$ cat config.mk
export PLATFORM = sky130hd
export DESIGN_NAME = ps2_keypad_rx
export DESIGN_NICKNAME = d
export VERILOG_FILES = /design/src/rtl/ps2_keypad_rx_pkg.sv /design/src/rtl/ps2_keypad_rx_frame.sv /design/src/rtl/ps2_keypad_rx.sv
export SDC_FILE = /design/constraint.sdc
export NUM_CORES = 1
export LEC_CHECK = 0
export CORE_MARGIN = 2
export CORE_UTILIZATION = 30
export CTS_BUF_LIST = sky130_fd_sc_hd__clkbuf_4 sky130_fd_sc_hd__clkbuf_8
export CTS_CLUSTER_DIAMETER = 30
export DETAILED_ROUTE_END_ITERATION = 8
export PLACE_DENSITY = 0.48
export SLEW_MARGIN = 25
export SYNTH_ARGS = -nofsm -noshare
export SYNTH_HDL_FRONTEND = slang
export SYNTH_SLANG_ARGS = --single-unit
export TNS_END_PERCENT = 100
$ cat constraint.sdc
create_clock -name clk -period 2.5 [get_ports clk]
set_clock_uncertainty 0.2 [all_clocks]
set_input_delay 0.25 -clock clk [delete_from_list [all_inputs] [get_ports clk]]
set_output_delay 0.25 -clock clk [all_outputs]
set_load 0.1 [all_outputs]
$ cat src/rtl/ps2_keypad_rx_pkg.sv
// Shared constants, event types and the keypad scan-code map for the PS/2 keypad receiver.
package ps2_keypad_rx_pkg;

  localparam logic [7:0] PS2_PREFIX_EXT = 8'hE0;
  localparam logic [7:0] PS2_PREFIX_BRK = 8'hF0;

  localparam logic [7:0] PS2_KEY_0 = 8'h22;
  localparam logic [7:0] PS2_KEY_1 = 8'h16;
  localparam logic [7:0] PS2_KEY_2 = 8'h1E;
  localparam logic [7:0] PS2_KEY_3 = 8'h26;
  localparam logic [7:0] PS2_KEY_4 = 8'h15;
  localparam logic [7:0] PS2_KEY_5 = 8'h1D;
  localparam logic [7:0] PS2_KEY_6 = 8'h24;
  localparam logic [7:0] PS2_KEY_7 = 8'h1C;
  localparam logic [7:0] PS2_KEY_8 = 8'h1B;
  localparam logic [7:0] PS2_KEY_9 = 8'h23;
  localparam logic [7:0] PS2_KEY_A = 8'h1A;
  localparam logic [7:0] PS2_KEY_B = 8'h21;
  localparam logic [7:0] PS2_KEY_C = 8'h25;
  localparam logic [7:0] PS2_KEY_D = 8'h2D;
  localparam logic [7:0] PS2_KEY_E = 8'h2B;
  localparam logic [7:0] PS2_KEY_F = 8'h2A;

  localparam logic [1:0] ST_IDLE   = 2'd0;
  localparam logic [1:0] ST_DATA   = 2'd1;
  localparam logic [1:0] ST_PARITY = 2'd2;
  localparam logic [1:0] ST_STOP   = 2'd3;

  typedef struct packed {
    logic [7:0] code;
    logic       brk;
    logic       ext;
  } ps2_event_t;

  typedef struct packed {
    logic       hit;
    logic [3:0] idx;
  } key_map_t;

  function automatic key_map_t map_key(input logic [7:0] code);
    key_map_t m;
    m.hit = 1'b1;
    m.idx = 4'h0;
    case (code)
      PS2_KEY_0: m.idx = 4'h0;
      PS2_KEY_1: m.idx = 4'h1;
      PS2_KEY_2: m.idx = 4'h2;
      PS2_KEY_3: m.idx = 4'h3;
      PS2_KEY_4: m.idx = 4'h4;
      PS2_KEY_5: m.idx = 4'h5;
      PS2_KEY_6: m.idx = 4'h6;
      PS2_KEY_7: m.idx = 4'h7;
      PS2_KEY_8: m.idx = 4'h8;
      PS2_KEY_9: m.idx = 4'h9;
      PS2_KEY_A: m.idx = 4'hA;
      PS2_KEY_B: m.idx = 4'hB;
      PS2_KEY_C: m.idx = 4'hC;
      PS2_KEY_D: m.idx = 4'hD;
      PS2_KEY_E: m.idx = 4'hE;
      PS2_KEY_F: m.idx = 4'hF;
      default:   m.hit = 1'b0;
    endcase
    return m;
  endfunction

endpackage

$ cat src/rtl/ps2_keypad_rx_frame.sv
// PS/2 frame receiver: input synchronisers, ps2_clk glitch filter, 11-bit frame FSM and inter-bit timeout.
module ps2_frame_rx
  import ps2_keypad_rx_pkg::*;
#(
  parameter int unsigned TIMEOUT_CYCLES = 50000,
  parameter int unsigned FILTER_LEN     = 8
) (
  input  logic       clk,
  input  logic       res,
  input  logic       ps2_clk,
  input  logic       ps2_data,
  output logic [7:0] rx_byte,
  output logic       byte_strobe,
  output logic       frame_err
);

  localparam int unsigned FILT_W = (FILTER_LEN > 1) ? $clog2(FILTER_LEN) : 1;
  localparam int unsigned TMO_W  = $clog2(TIMEOUT_CYCLES + 1);

  logic [1:0]        clk_sync_q, data_sync_q;
  logic              filt_q, filt_d;
  logic [FILT_W-1:0] filt_cnt_q, filt_cnt_d;
  logic [1:0]        state_q, state_d;
  logic [2:0]        bit_cnt_q, bit_cnt_d;
  logic [7:0]        shift_q, shift_d;
  logic              par_q, par_d;
  logic [TMO_W-1:0]  tmo_q, tmo_d;
  logic              strobe_q, strobe_d;
  logic              err_q, err_d;
  logic              fall;
  logic              data_s;

  assign data_s = data_sync_q[1];

  // A level change is accepted only after FILTER_LEN consecutive samples disagree with the filtered level.
  always_comb begin
    // NOTE: every combinational output gets a default first so no path can infer a latch.
    filt_d     = filt_q;
    filt_cnt_d = '0;
    if (clk_sync_q[1] != filt_q) begin
      if (filt_cnt_q == FILT_W'(FILTER_LEN - 1)) begin
        filt_d = clk_sync_q[1];
      end else begin
        filt_cnt_d = filt_cnt_q + 1'b1;
      end
    end
  end

  assign fall = filt_q & ~filt_d;

  always_comb begin
    state_d   = state_q;
    bit_cnt_d = bit_cnt_q;
    shift_d   = shift_q;
    par_d     = par_q;
    tmo_d     = '0;
    strobe_d  = 1'b0;
    err_d     = 1'b0;
    if (fall) begin
      case (state_q)
        ST_IDLE: begin
          if (!data_s) begin
            state_d   = ST_DATA;
            bit_cnt_d = '0;
          end
        end
        ST_DATA: begin
          shift_d   = {data_s, shift_q[7:1]};
          bit_cnt_d = bit_cnt_q + 1'b1;
          if (bit_cnt_q == 3'd7) state_d = ST_PARITY;
        end
        ST_PARITY: begin
          par_d   = data_s;
          state_d = ST_STOP;
        end
        default: begin
          if (data_s && (^{shift_q, par_q})) strobe_d = 1'b1;
          else                               err_d    = 1'b1;
          state_d = ST_IDLE;
        end
      endcase
    end else if (state_q != ST_IDLE) begin
      if (tmo_q == TMO_W'(TIMEOUT_CYCLES - 1)) begin
        state_d = ST_IDLE;
        err_d   = 1'b1;
      end else begin
        tmo_d = tmo_q + 1'b1;
      end
    end
  end

  // NOTE: state registers use non-blocking assignments so every flop samples pre-edge values.
  always_ff @(posedge clk) begin
    if (res) begin
      clk_sync_q  <= 2'b11;
      data_sync_q <= 2'b11;
      filt_q      <= 1'b1;
      filt_cnt_q  <= '0;
      state_q     <= ST_IDLE;
      bit_cnt_q   <= '0;
      shift_q     <= '0;
      par_q       <= 1'b0;
      tmo_q       <= '0;
      strobe_q    <= 1'b0;
      err_q       <= 1'b0;
    end else begin
      clk_sync_q  <= {clk_sync_q[0], ps2_clk};
      data_sync_q <= {data_sync_q[0], ps2_data};
      filt_q      <= filt_d;
      filt_cnt_q  <= filt_cnt_d;
      state_q     <= state_d;
      bit_cnt_q   <= bit_cnt_d;
      shift_q     <= shift_d;
      par_q       <= par_d;
      tmo_q       <= tmo_d;
      strobe_q    <= strobe_d;
      err_q       <= err_d;
    end
  end

  assign rx_byte     = shift_q;
  assign byte_strobe = strobe_q;
  assign frame_err   = err_q;

endmodule

$ cat src/rtl/ps2_keypad_rx.sv
// PS/2 keyboard receiver for the Chip-8 keypad: set-2 prefix decoding, 16-key state and event output.
// Define PS2_KEYPAD_FIFO_EN to queue events in a FIFO_DEPTH FIFO instead of a single holding register.
module ps2_keypad_rx
  import ps2_keypad_rx_pkg::*;
#(
  parameter int unsigned TIMEOUT_CYCLES = 50000,
  parameter int unsigned FILTER_LEN     = 8,
  parameter int unsigned FIFO_DEPTH     = 4
) (
  input  logic        clk,
  input  logic        res,
  input  logic        ps2_clk,
  input  logic        ps2_data,
  output logic        ev_valid,
  output logic [7:0]  ev_code,
  output logic        ev_break,
  output logic        ev_ext,
  input  logic        ev_ack,
  output logic [15:0] keys,
  output logic        frame_err
);

  logic [7:0]  rx_byte;
  logic        byte_strobe;
  logic        ext_q, ext_d, brk_q, brk_d;
  logic        push;
  ps2_event_t  new_ev, head;
  logic [15:0] keys_q, keys_d;
  key_map_t    km;

  ps2_frame_rx #(
    .TIMEOUT_CYCLES(TIMEOUT_CYCLES),
    .FILTER_LEN    (FILTER_LEN)
  ) u_frame (
    .clk        (clk),
    .res        (res),
    .ps2_clk    (ps2_clk),
    .ps2_data   (ps2_data),
    .rx_byte    (rx_byte),
    .byte_strobe(byte_strobe),
    .frame_err  (frame_err)
  );

  assign km     = map_key(rx_byte);
  assign new_ev = '{code: rx_byte, brk: brk_q, ext: ext_q};

  always_comb begin
    ext_d  = ext_q;
    brk_d  = brk_q;
    keys_d = keys_q;
    push   = 1'b0;
    if (frame_err) begin
      ext_d = 1'b0;
      brk_d = 1'b0;
    end else if (byte_strobe) begin
      if (rx_byte == PS2_PREFIX_EXT) begin
        ext_d = 1'b1;
      end else if (rx_byte == PS2_PREFIX_BRK) begin
        brk_d = 1'b1;
      end else begin
        push  = 1'b1;
        ext_d = 1'b0;
        brk_d = 1'b0;
        if (!ext_q && km.hit) keys_d[km.idx] = ~brk_q;
      end
    end
  end

  always_ff @(posedge clk) begin
    if (res) begin
      ext_q  <= 1'b0;
      brk_q  <= 1'b0;
      keys_q <= '0;
    end else begin
      ext_q  <= ext_d;
      brk_q  <= brk_d;
      keys_q <= keys_d;
    end
  end

`ifdef PS2_KEYPAD_FIFO_EN
  localparam int unsigned AW = $clog2(FIFO_DEPTH);

  ps2_event_t mem_q [FIFO_DEPTH];
  logic [AW:0] wr_q, rd_q;
  logic        empty, full, pop, do_push;

  assign empty   = (wr_q == rd_q);
  assign full    = (wr_q[AW] != rd_q[AW]) && (wr_q[AW-1:0] == rd_q[AW-1:0]);
  assign pop     = ev_ack && !empty;
  // A full FIFO still accepts a push when the head is popped in the same cycle.
  assign do_push = push && (!full || pop);

  always_ff @(posedge clk) begin
    if (res) begin
      wr_q <= '0;
      rd_q <= '0;
    end else begin
      if (do_push) wr_q <= wr_q + 1'b1;
      if (pop)     rd_q <= rd_q + 1'b1;
    end
  end

  // NOTE: storage is not reset; the pointers alone define which entries are valid.
  always_ff @(posedge clk) begin
    if (do_push) mem_q[wr_q[AW-1:0]] <= new_ev;
  end

  assign ev_valid = !empty;
  assign head     = empty ? '0 : mem_q[rd_q[AW-1:0]];
`else
  ps2_event_t hold_q;
  logic       valid_q;

  always_ff @(posedge clk) begin
    if (res) begin
      hold_q  <= '0;
      valid_q <= 1'b0;
    end else if (push) begin
      hold_q  <= new_ev;
      valid_q <= 1'b1;
    end else if (ev_ack && valid_q) begin
      valid_q <= 1'b0;
    end
  end

  assign ev_valid = valid_q;
  assign head     = hold_q;
`endif

  assign ev_code  = head.code;
  assign ev_break = head.brk;
  assign ev_ext   = head.ext;
  assign keys     = keys_q;

endmodule
Word-level counts from Yosys, hierarchy flattened
Index checks and enable logic that the tools add are counted.
{"block": "totals", "reg_bits": 69, "in_bits": 5, "output_inout_bits": 28, "elab_cells": 115}
{"block": "op_classes", "n_addsub": 3, "magnitude_cmp": 2, "eq_ne": 28, "n_mux": 30, "n_bitwise": 9, "n_reduce_logical": 25}
{"cell": "$eq A8 B6 Y1 const B", "n": 9}
{"cell": "$pmux W4 S15", "n": 1}
{"cell": "$eq A8 B5 Y1 const B", "n": 7}
{"cell": "$mux W1", "n": 19}
{"cell": "$add A16 B1 Y16 const B", "n": 1}
{"cell": "$bwmux W16", "n": 1}
{"cell": "$eq A16 B16 Y1 const B", "n": 1}
{"cell": "$eq A8 B8 Y1 const B", "n": 2}
{"cell": "$reduce_or A16 Y1", "n": 1}
{"cell": "$mux W2", "n": 5}
{"cell": "$reduce_bool A2 Y1", "n": 5}
{"cell": "$reduce_xor A9 Y1", "n": 1}
{"cell": "$not A1 Y1", "n": 8}
{"cell": "$reduce_and A2 Y1", "n": 4}
{"cell": "$add A3 B1 Y3 const B", "n": 2}
{"cell": "$eq A3 B3 Y1 const B", "n": 2}
{"cell": "$ne A3 B3 Y1 const B", "n": 2}
{"cell": "$pmux W2 S3", "n": 1}
{"cell": "$pmux W3 S2", "n": 1}
{"cell": "$reduce_or A3 Y1", "n": 2}
{"cell": "$lt A4 B5 Y1 const B", "n": 1}
{"cell": "$reduce_and A5 Y1", "n": 1}
{"cell": "$reduce_or A5 Y1", "n": 1}
{"cell": "$demux W1 S4", "n": 1}
{"cell": "other kinds (14)", "n": 18}

Longest topological paths before layout
Gate-level depths: netlist of run 1.
{"block": "logic_depth", "depth_word": 7, "ltp_mapped": 8, "ltp_nobuf": 7}

Modules after synthesis
A second synthesis of run 1 with hierarchy kept.
{"block": "unflattened", "cells_unflattened": 372, "area_unflattened_um2": 3408.3}
{"module": "ps2_frame_rx", "instances": 1, "cells_each": 199, "area_per_inst_um2": 1833.0, "seq_area_each_um2": 800.8}
{"module": "ps2_keypad_rx", "instances": 1, "cells_each": 173, "area_per_inst_um2": 1575.3, "seq_area_each_um2": 580.6}

Least setup slack after synthesis of run 1
Ideal clock, no wire load.
{"block": "synth_path", "path_type": "register to register", "from": "register u_frame.err_q, in the netlist u_frame.frame_err", "to": "register keys_q[4], in the netlist keys[4]", "setup_ns": 0.134, "t_arrival_ns": 1.980, "slack_ns": 0.186, "path_stages_with_launch": 6, "n_path_buf": 1, "synth_period_minus_slack_ns": 2.314, "cell_sequence": "dfxtp_1 > a211o_1 > or4_4 > buf_6 > o21ai_0 > o31ai_1"}
{"block": "synth_via", "elab_chain_len": 2}
{"item": "from (decl)", "line": "ps2_keypad_rx_frame.sv:29", "rtl": "logic err_q, err_d;"}
{"item": "from (signal assigned)", "line": "ps2_keypad_rx_frame.sv:117", "rtl": "err_q <= err_d;"}
{"item": "$not A1 Y1 (no line)"}
{"item": "$reduce_and A5 Y1 (no line)"}
{"item": "to (signal assigned)", "line": "ps2_keypad_rx.sv:77", "rtl": "keys_q <= keys_d;"}
{"item": "to (decl)", "line": "ps2_keypad_rx.sv:28", "rtl": "logic [15:0] keys_q, keys_d;"}
Every way passes these cells.
A chain may end at the register's enable or synchronous reset.

Worst setup path in the final report of run 1
{"block": "layout_path", "from": "register u_frame.shift_q[7], in the netlist u_frame.rx_byte[7]", "to": "register keys_q[15], in the netlist keys[15]"}
{"block": "layout_via", "elab_chain_len": 7}
{"item": "from (decl)", "line": "ps2_keypad_rx_frame.sv:25", "rtl": "logic [7:0] shift_q, shift_d;"}
{"item": "from (signal assigned)", "line": "ps2_keypad_rx_frame.sv:113", "rtl": "shift_q <= shift_d;"}
{"item": "$eq A8 B6 Y1 / $eq A8 B5 Y1 (equally long branches)", "line": "ps2_keypad_rx_pkg.sv:44", "rtl": "case (code)"}
{"item": "$pmux W4 S15", "line": "ps2_keypad_rx_pkg.sv:44"}
{"item": "$lt A4 B5 Y1 (not written as such) / $ge A4 B1 Y1 (equally long branches)", "line": "ps2_keypad_rx.sv:64", "rtl": "if (!ext_q && km.hit) keys_d[km.idx] = ~brk_q;"}
{"item": "$logic_and A1 B1 Y1 (not written as such)", "line": "ps2_keypad_rx.sv:64"}
{"item": "$mux W1 (not written as such)", "line": "ps2_keypad_rx.sv:64"}
{"item": "$demux W1 S4", "line": "ps2_keypad_rx.sv:64"}
{"item": "$bwmux W16", "line": "ps2_keypad_rx.sv:64"}
Several ways; a longest one is shown, not always the timed one.

==> results.md, run 1 <==
- Clock sink count: 69
- Finished Layout Cells: 547
- CP endpoint: keys[15]$_SDFFE_PP0P_
- Number of nets in the layout: 418
- Startpoint Class: flip-flop
- Worst Setup SP: u_frame.rx_byte[7]$_SDFFE_PP0P_
- Detail-routed via count per cell: 4.78
- Post-synth EDFFs: 0
- DP Worst Slack: 0.109 ns
- Rel. slew slack: 65.8%
- Vias: 2616
- Die H: 109 µm
- Synth Instances: 369
- ANT cells: 0
- Fmax: 0.430 GHz
- Final wirelength: 7000 µm
- CP peak stage delay: 0.64 ns
- Share of the synthesized area in the top cell type: 41.5%
- PwrDens: 494 mW/mm²
- Synth Flop Type: dfxtp_1
- Placed Cells: 533
- Asr flop ratio synth: 0%
- Final setup TNS: 0 ns
- Post-synth top cells: dfxtp_1 (69), nor2_1 (38), nand2_1 (25), mux2i_1 (23), a21oi_1 (21)
- Max FO, Critical Path: 7
- H-tree depth: 3
- Yosys warns: 0
- Worst Setup End Kind: flip-flop
- Max-cap violations: 0
- Mean Syn Cell Area: 9.01 µm²
- HPWL Detailed: 4850 µm
- R2R Setup Slk: 0.17 ns
- GRT Total Usage: 12.7%
- Starting Density: 30.7%
- VDD IR-drop max: 210 µV
- CP max stage cell: or4_1
- Final min period: 2.33 ns
- Worst Slack Setup Final: 0.172 ns
- Full die area: 0.0119 mm²
- Area leader, netlist: dfxtp_1
- IO Count: 33
- # setup viols final: 0
- Area contributors post-synth: dfxtp_1 (42%), mux2i_1 (6.9%), nor2_1 (4.3%)
- Worst reg2reg path depth: 5
- Status: finished clean
- Clock latency at the later pin of the worst-skew pair: 0.33 ns
- HP Class: input pin to flip-flop
- CTS clk-pin slew, worst paths: 0.07 ns
- CTS tree: built
- Core outline area: 0.0108 mm²
- Clock Power Share: 41.8%
- 1st-iter DRT viols: 67
- Vias in the first global route: 2503
- Synth unique cells: 52
- Root Driver: clkbuf_8
- P_sw: 426 µW
- Initial antenna violation count: 0
- Max-slew violation count: 0
- Count of final hold-check violations: 0
- P&R area growth vs syn: 18.9%
- CTS buffer count: 9
- Post-route DRC: 0
- Top-count cell post-synth: dfxtp_1
- Period utilization: 93.1%
- GRT overflow: 0
- I/O Buffers: 32
- Switch share: 21.8%
- RSZ-0062 raised after global routing: no
- RR Endpoint: keys[15]$_SDFFE_PP0P_
- Slew @ Worst Pin: 0.509 ns
- Post-DR wirelength/cell: 12.8 µm
- Seq cells post-synth: 69
- CTS max path bufs: 2
- Row cnt: 38
- Gpl congestion: 0.828
- FF-to-FF Start: u_frame.rx_byte[7]$_SDFFE_PP0P_
- ANT nets after route: 0
- Critical Path AT: 2.39 ns
- Pre-antenna DRT Iters: 4
- Seq/Total Area, Yosys: 41.5%
- First-pass GRT wire length: 12100 µm
- Chip width: 109 µm
- Critical path, cell by cell: nor3b_1 > a211o_1 > or4_1 > a21oi_1 > mux2i_1
- Sequential power share: 56.5%
- Critical Path RT: 2.56 ns
- Synth Cell Area: 0.00333 mm²
- Post-synthesis net count: 383
- P_int: 1.53 mW
- Combinational share of power: 1.7%
- Pleak: 1.51 nW
- Layout cells sized above 1: 19.4%
- Worst Setup Path Type: flip-flop to flip-flop
- Largest net degree at the start of global routing: 31
worst min-delay path by stage:
stage,startpoint,end,slack [ns],depth (start not counted)
3_5_place_dp,u_frame.clk_sync_q[0]$_SDFF_PP1_,u_frame.clk_sync_q[1]$_SDFF_PP1_,0.20,1
5_1_grt,res,ev_code[7]$_SDFFE_PP0P_,0.21,3
2_1_floorplan,ps2_clk,u_frame.clk_sync_q[0]$_SDFF_PP1_,0.15,1
4_1_cts,res,ev_code[4]$_SDFFE_PP0P_,0.19,3
6_report,res,ev_code[7]$_SDFFE_PP0P_,0.20,3
3_3_place_gp,u_frame.data_sync_q[0]$_SDFF_PP1_,u_frame.data_sync_q[1]$_SDFF_PP1_,0.19,1
per-layer routing:
layer / up-vias / routed length [µm] / track usage (%)
met5: - / 0 / 0
met4: 0 / 99 / 3.98
met3: 8 / 190 / 3.26
met2: 29 / 3410 / 21.6
met1: 1232 / 3290 / 15.9
li1: 1347 / - / -
layout by cell type (no fill, tap or decap), drive strengths merged, types with 10 or more instances in the layout:
cell type,count
clkbuf,12
nor2,38
nand2b,16
nand2,25
a21oi,22
xor2,10
inv,10
mux2i,23
dfxtp,69
buf,47
o21ai,11
nand3,11
xnor2,13
nor2b,11
cells by family after synthesis:
family                     synth area share [%]
muxes                                      6.92
buffers and inverters                      4.93
DFF                                        41.5
xor gates and xnor gates                   6.06
AOI/OAI and AO/OA                          10.8
and+or+nand+nor                            26.4
adders and majority gates                  3.39
through the flow:
| stage | cell area (µm²) | util [%] | hold WS [ns] | power [mW] |
|---|---|---|---|---|
| finish | 3960 | 36.5 | 0.205 | 1.95 |
| global route | 3960 | 36.5 | 0.215 | 2.04 |
| CTS | 3920 | 36.2 | 0.190 | 2.00 |
| detailed placement | 3750 | 34.6 | 0.196 | 1.16 |
| global placement | 3750 | 34.6 | 0.192 | 1.16 |
| floorplan | 3330 | - | 0.154 | 1.15 |
timing repair:
| action | in CTS | in global routing |
|---|---|---|
| hold buffers | 0 | 0 |
| setup endpoints to repair | 0 | 9 |
| setup buffers | 0 | 0 |
| resized for setup | 0 | 8 |
sequential cells by signal, summed over array words and instances (netlist names):
signal / flops
u_frame.frame_err: 1
u_frame.bit_cnt_q: 3
ev_code: 8
u_frame.filt_q: 1
u_frame.tmo_q: 16
ev_ext: 1
u_frame.par_q: 1
u_frame.clk_sync_q: 2
ev_break: 1
u_frame.filt_cnt_q: 3
brk_q: 1
ext_q: 1
keys: 16
u_frame.state_q: 2
u_frame.rx_byte: 8
u_frame.byte_strobe: 1
u_frame.data_sync_q: 2
ev_valid: 1
final cells by class:
class	count	area, µm²
Clock buffer	12	159
Clock inverter	2	10.0
Fill cell	1127	6890
Inverter	10	37.5
Multi-Input combinational cell	264	1810
Sequential cell	69	1390
Tap cell	140	175
Timing Repair Buffer	50	380
worst max-delay path: cells and delay by family (launching register included):
kind | cells | cell delay [ns]
flip-flops | 1 | 0.41
AND/OR/NAND/NOR | 2 | 0.84
multiplexers | 1 | 0.20
AO/OA/AOI/OAI | 2 | 0.62
power by group through the flow:
stage / registers, mW / logic (mW) / clock network, mW
3_5_place_dp: 1.13 / 0.0345 / 0
5_1_grt: 1.10 / 0.0378 / 0.898
3_3_place_gp: 1.13 / 0.0345 / 0
6_report: 1.10 / 0.0336 / 0.816
2_1_floorplan: 1.13 / 0.0221 / 0
4_1_cts: 1.10 / 0.0344 / 0.857
(Power assumes the default switching activity.)
==> inputs of run 2 (changes only) <==
--- a/config.mk
+++ b/config.mk
@@ -7,7 +7,6 @@
 export LEC_CHECK = 0
 export CORE_MARGIN = 2
 export CORE_UTILIZATION = 30
-export CTS_BUF_LIST = sky130_fd_sc_hd__clkbuf_4 sky130_fd_sc_hd__clkbuf_8
 export CTS_CLUSTER_DIAMETER = 30
 export DETAILED_ROUTE_END_ITERATION = 8
 export PLACE_DENSITY = 0.48
==> run 2 against run 1 <==
  * Maximum frequency about the same
  * Largest power group unchanged
  * Critical path type unchanged
  * Core utilization about the same
  * Flip-flop and latch count unchanged
==> results.md, run 2 (same netlist as run 1, synthesis figures left out) <==
- Fillers: 1127 (unchanged)
- First-pass GRT wire length: 12100 µm (+0.22%)
- Most frequent cells in the layout: dfxtp_1 (65), buf_4 (46), nor2_1 (38), nand2_1 (25), mux2i_1 (23)
- Largest net degree at the start of global routing: 31 (unchanged)
- Startpoint Class: flip-flop
- CP Buf/Inv Count: 0 (unchanged)
- Root Driver: clkbuf_8
- P&R area growth vs syn: 18.8% (about the same)
- I/O Buffers: 32 (unchanged)
- Post-CTS Setup Bufs: 0 (unchanged)
- CTS tree: built
- PwrDens: 493 mW/mm² (-0.21%)
- Rel. slew slack: 65.4% (-0.38 points)
- Crit path depth: 5 (unchanged)
- Worst Setup End Kind: flip-flop
- Full die area: 0.0119 mm² (unchanged)
- H-tree depth: 3 (unchanged)
- Critical Path AT: 2.39 ns (about the same)
- Most common cell after layout, fill and taps aside: dfxtp_1
- Pleak: 1.51 nW (-0.23%)
- # setup viols final: 0 (unchanged)
- Worst Setup Path Type: flip-flop to flip-flop
- Max FO, Critical Path: 7 (unchanged)
- Count of final hold-check violations: 0 (unchanged)
- RSZ-0062 raised after global routing: no
- Clock sink count: 69 (unchanged)
- Hold depth: 3 (unchanged)
- Chip width: 109 µm (unchanged)
- CP peak stage delay: 0.64 ns (about the same)
- Critical Path RT: 2.57 ns (about the same)
- Final min period: 2.33 ns (-0.000829 ns)
- Final setup TNS: 0 ns (unchanged)
- Die H: 109 µm (unchanged)
- Post-DR wirelength/cell: 12.8 µm (+0.19%)
- HPWL Detailed: 4850 µm (unchanged)
- Initial antenna violation count: 0 (unchanged)
- Worst reg2reg path depth: 5 (unchanged)
- Post-route DRC: 0 (unchanged)
- Fmax: 0.430 GHz (about the same)
- # hold bufs at CTS: 0 (unchanged)
- Max-cap violations: 0 (unchanged)
- Row cnt: 38 (unchanged)
- Starting Density: 30.7% (unchanged)
- Number of nets in the layout: 418 (unchanged)
- Detail-routed via count per cell: 4.79 (+0.11%)
- CP max stage cell: or4_1
- Clock latency at the later pin of the worst-skew pair: 0.34 ns (about the same)
- Vias: 2619 (+0.11%)
- HP Class: input pin to flip-flop
- CTS clk-pin slew, worst paths: 0.07 ns (about the same)
- Final Power: 1.95 mW (-0.30%)
- GRT Total Usage: 12.8% (+0.062 points)
- Max-slew violation count: 0 (unchanged)
- Layout cells sized above 1: 19.2% (-0.25 points)
- IO Count: 33 (unchanged)
- Crit-path leading delay family: simple AND/OR/NAND/NOR gates
- GRT overflow: 0 (unchanged)
- ANT nets after route: 0 (unchanged)
- Gpl congestion: 0.828 (unchanged)
- Vias in the first global route: 2511 (+0.32%)
- Final wirelength: 7010 µm (+0.19%)
- ANT cells: 0 (unchanged)
- Status: finished clean
- VDD IR-drop max: 209 µV (about the same)
- 1st-iter DRT viols: 74 (+10%)
- Pre-antenna DRT Iters: 4 (unchanged)
- CTS buffer count: 9 (unchanged)
- Slew @ Worst Pin: 0.514 ns (+0.00563 ns)
- CTS max path bufs: 2 (unchanged)
- Critical path, cell by cell: nor3b_1 > a211o_1 > or4_1 > a21oi_1 > mux2i_1
- Period utilization: 93.1% (about the same)
- Core outline area: 0.0108 mm² (unchanged)
==> run 2: power breakdown <==
| group | total (mW) | switching (mW) | internal (mW) |
|---|---|---|---|
| clock network | 0.810 | 0.409 | 0.401 |
| logic | 0.0336 | 0.0198 | 0.0138 |
| registers | 1.10 | 0.00226 | 1.10 |
==> run 2: through the flow <==
stage | cells | hold WS (ns) | instance area [µm²] | worst slack [ns] | utilization (%)
floorplan | 369 | 0.154 | 3330 | 0.186 | -
global placement | 533 | 0.192 | 3750 | 0.134 | 34.6
detailed placement | 533 | 0.196 | 3750 | 0.109 | 34.6
CTS | 547 | 0.192 | 3920 | 0.0804 | 36.2
global route | 547 | 0.211 | 3950 | 0.0161 | 36.4
finish | 547 | 0.201 | 3950 | 0.173 | 36.4
==> run 2: final timing paths <==
| check | start | endpoint | slack [ns] |
|---|---|---|---|
| setup / recovery | u_frame.rx_byte[7]$_SDFFE_PP0P_ | keys[15]$_SDFFE_PP0P_ | 0.17 |
| hold / removal | res | ev_code[7]$_SDFFE_PP0P_ | 0.20 |
| setup reg to reg | u_frame.rx_byte[7]$_SDFFE_PP0P_ | keys[15]$_SDFFE_PP0P_ | 0.17 |
| hold reg to reg | u_frame.clk_sync_q[0]$_SDFF_PP1_ | u_frame.clk_sync_q[1]$_SDFF_PP1_ | 0.21 |
==> run 2: timing repair <==
action / CTS / global route
gates resized for setup: 0 / 8
hold endpoints to repair: 0 / 0
setup endpoints to repair: 0 / 9
==> run 2: layer usage <==
layer	routed length, µm	part of all wire, %	GRT usage, %
met3	190	2.7	3.26
met2	3430	49	21.7
met4	109	1.6	4.25
met1	3280	47	15.9
met5	0	0	0
==> run 2: cell type report <==
class,count,area (µm²),share of cell area [%]
Clock buffer,12,155,3.93
Multi-Input combinational cell,264,1810,45.7
Clock inverter,2,10.0,0.253
Timing Repair Buffer,50,380,9.63
Inverter,10,37.5,0.950
Tap cell,140,175,4.43
Sequential cell,69,1390,35.1
==> run 2: worst reg2reg max path, delay by kind of cell (launching register included) <==
family / cells / cell delay (ns)
flip-flops: 1 / 0.41
AND/OR/NAND/NOR: 2 / 0.84
multiplexers: 1 / 0.20
AO/OA/AOI/OAI: 2 / 0.62
==> inputs of run 3 (changes only) <==
--- a/config.mk
+++ b/config.mk
@@ -14,4 +14,4 @@
 export SYNTH_ARGS = -nofsm -noshare
 export SYNTH_HDL_FRONTEND = slang
 export SYNTH_SLANG_ARGS = --single-unit
-export TNS_END_PERCENT = 100
+export TNS_END_PERCENT = 10
==> constraint.sdc (replaced) <==
create_clock -name clk -period 2.5 [get_ports clk]
set_clock_uncertainty 0.2 [all_clocks]
set_input_delay 0.25 -clock clk [delete_from_list [all_inputs] [get_ports clk]]
set_output_delay 0.25 -clock clk [all_outputs]
set_load 0.05 [all_outputs]
==> run 3 against run 2 <==
  * Die area did not move
  * Core utilization rose by 0.67 points
  * Non-clock buffer count fell by 1
  * Register-to-register slack got worse by 0.03 ns
  * Clock-buffer cell count rose by 1
  * Power rose by 6.8%
  * Maximum frequency fell by 1.3%
  * First-iteration DRC count fell by 15%
  * Setup slack got worse by 0.030 ns
  * Critical endpoint is now keys[4]$_SDFFE_PP0P_
==> results.md, run 3 (same netlist as run 1, synthesis figures left out) <==
- Status: finished clean
- CTS buffer count: 9 (unchanged)
- Initial antenna violation count: 0 (unchanged)
- VDD IR-drop max: 197 µV (-5.7%)
- Final setup TNS: 0 ns (unchanged)
- Detail-routed via count per cell: 4.67 (-2.4%)
- Sequential cell area: 0.00138 mm² (-0.18%)
- Critical Path AT: 2.37 ns (-0.02 ns)
- CTS tree: built
- P&R area growth vs syn: 21.0%
- Post-route DRC: 0 (unchanged)
- Layout cells sized above 1: 11.6% (-7.6 points)
- CP peak stage delay: 0.55 ns (-0.09 ns)
- CTS max path bufs: 2 (unchanged)
- 1st-iter DRT viols: 63 (-15%)
- Post-DR wirelength/cell: 12.7 µm (-1.0%)
- # setup viols final: 0 (unchanged)
- RSZ-0062 raised after global routing: no
- Multi-input logic area: 0.00179 mm² (-1.2%)
- Number of nets in the layout: 417 (-0.24%)
- Final wirelength: 6930 µm (-1.2%)
- Startpoint Class: flip-flop
- ANT cells: 0 (unchanged)
- Most frequent cells in the layout: dfxtp_1 (67), nor2_1 (38), clkdlybuf4s50_1 (31), nand2_1 (25), mux2i_1 (23)
- Worst Setup End Kind: flip-flop
- Critical Path RT: 2.51 ns (-0.06 ns)
- Core outline area: 0.0108 mm² (unchanged)
- Final min period: 2.36 ns (+0.0303 ns)
- Gpl congestion: 0.841 (+1.6%)
- Hold Slack: 0.146 ns (-0.0542 ns)
- IO Count: 33 (unchanged)
- Pre-antenna DRT Iters: 4 (unchanged)
- HPWL Detailed: 4920 µm (+1.4%)
- HP Class: input pin to flip-flop
- Chip width: 109 µm (unchanged)
- Fmax: 0.424 GHz (-1.3%)
- Vias: 2552 (-2.6%)
- Max-cap violations: 0 (unchanged)
- Critical path, cell by cell: buf_4 > or4b_4 > a21boi_0 > or4_4 > o21ai_0 > o31ai_1
- Vias in the first global route: 2512 (+0.040%)
- Slew @ Worst Pin: 0.643 ns (+0.129 ns)
- Max FO, Critical Path: 11 (+4)
- Die H: 109 µm (unchanged)
- I/O Buffers: 32 (unchanged)
- Period utilization: 94.3% (+1.2 points)
- Row cnt: 38 (unchanged)
- Most common cell after layout, fill and taps aside: dfxtp_1
- Worst Setup Path Type: flip-flop to flip-flop
- Root Driver: clkbuf_8
- Pleak: 1.46 nW (-3.5%)
- PwrDens: 517 mW/mm² (+4.9%)
- Finished Core Util: 37.1% (+0.67 points)
- Clock latency at the later pin of the worst-skew pair: 0.34 ns (about the same)
- # hold bufs at CTS: 0 (unchanged)
- CTS clk-pin slew, worst paths: 0.07 ns (about the same)
- ANT nets after route: 0 (unchanged)
- Clock sink count: 69 (unchanged)
- Count of final hold-check violations: 0 (unchanged)
- Full die area: 0.0119 mm² (unchanged)
- GRT overflow: 0 (unchanged)
- Fillers: 1138 (+0.98%)
- CP max stage cell: or4_4
- GRT Total Usage: 12.6% (-0.21 points)
- H-tree depth: 3 (unchanged)
- Max-slew violation count: 0 (unchanged)
- Largest net degree at the start of global routing: 31 (unchanged)
- First-pass GRT wire length: 11800 µm (-2.1%)
- Rel. slew slack: 56.6% (-8.8 points)
- Starting Density: 30.7% (unchanged)
[run 3: per-stage QoR]
step	power, mW	instance area (µm²)	std cells	worst slack, ns
3_5_place_dp	1.16	3820	532	0.107
6_report	2.08	4020	546	0.142
4_1_cts	2.11	4020	546	0.0960
2_1_floorplan	1.15	3330	369	0.288
5_1_grt	2.16	4020	546	0.0157
3_3_place_gp	1.16	3820	532	0.145
[run 3: timing repair]
item,CTS,global route
endpoints found under the setup margin,0,5
setup buffers,0,0
gates resized for setup,0,3
[run 3: where the power goes]
part	internal [mW]	leakage, nW	switching, mW
combinational	0.0127	0.797	0.0195
clock	0.533	0.102	0.412
sequential	1.10	0.558	0.00213
[run 3: critical path, delay by kind of cell, from the launching register on]
kind                   cells  cell delay, ns
AO/OA/AOI/OAI              3            0.40
buffers and inverters      1            0.20
flip-flops                 1            0.41
AND/OR/NAND/NOR            2            1.02
[run 3: metal layers]
layer / vias to the layer above / part of all wire [%] / wire (µm) / GRT usage, %
li1: 1337 / - / - / -
met1: 1180 / 47 / 3280 / 14.7
met2: 22 / 48 / 3340 / 22.1
met3: 13 / 2.6 / 181 / 3.08
met4: 0 / 1.8 / 126 / 4.97
met5: - / 0 / 0 / 0
[run 3: path summary, 6_finish.rpt]
check	startpoint	cells past startpoint	end	slack, ns
hold reg to reg	u_frame.data_sync_q[0]$_SDFF_PP1_	1	u_frame.data_sync_q[1]$_SDFF_PP1_	0.21
setup reg to reg	u_frame.rx_byte[4]$_SDFFE_PP0P_	6	keys[4]$_SDFFE_PP0P_	0.14
hold / removal	res	2	ev_code[0]$_SDFFE_PP0P_	0.15
setup / recovery	u_frame.rx_byte[4]$_SDFFE_PP0P_	6	keys[4]$_SDFFE_PP0P_	0.14
[run 3: cell type report]
| type | count | share of cell area, % |
|---|---|---|
| multi-input combinational | 264 | 44.4 |
| sequential | 69 | 34.4 |
| timing repair buffer | 49 | 11.0 |
| tap | 140 | 4.35 |
| clock buffer | 13 | 4.20 |
| inverter | 10 | 0.933 |
| clock inverter | 1 | 0.746 |
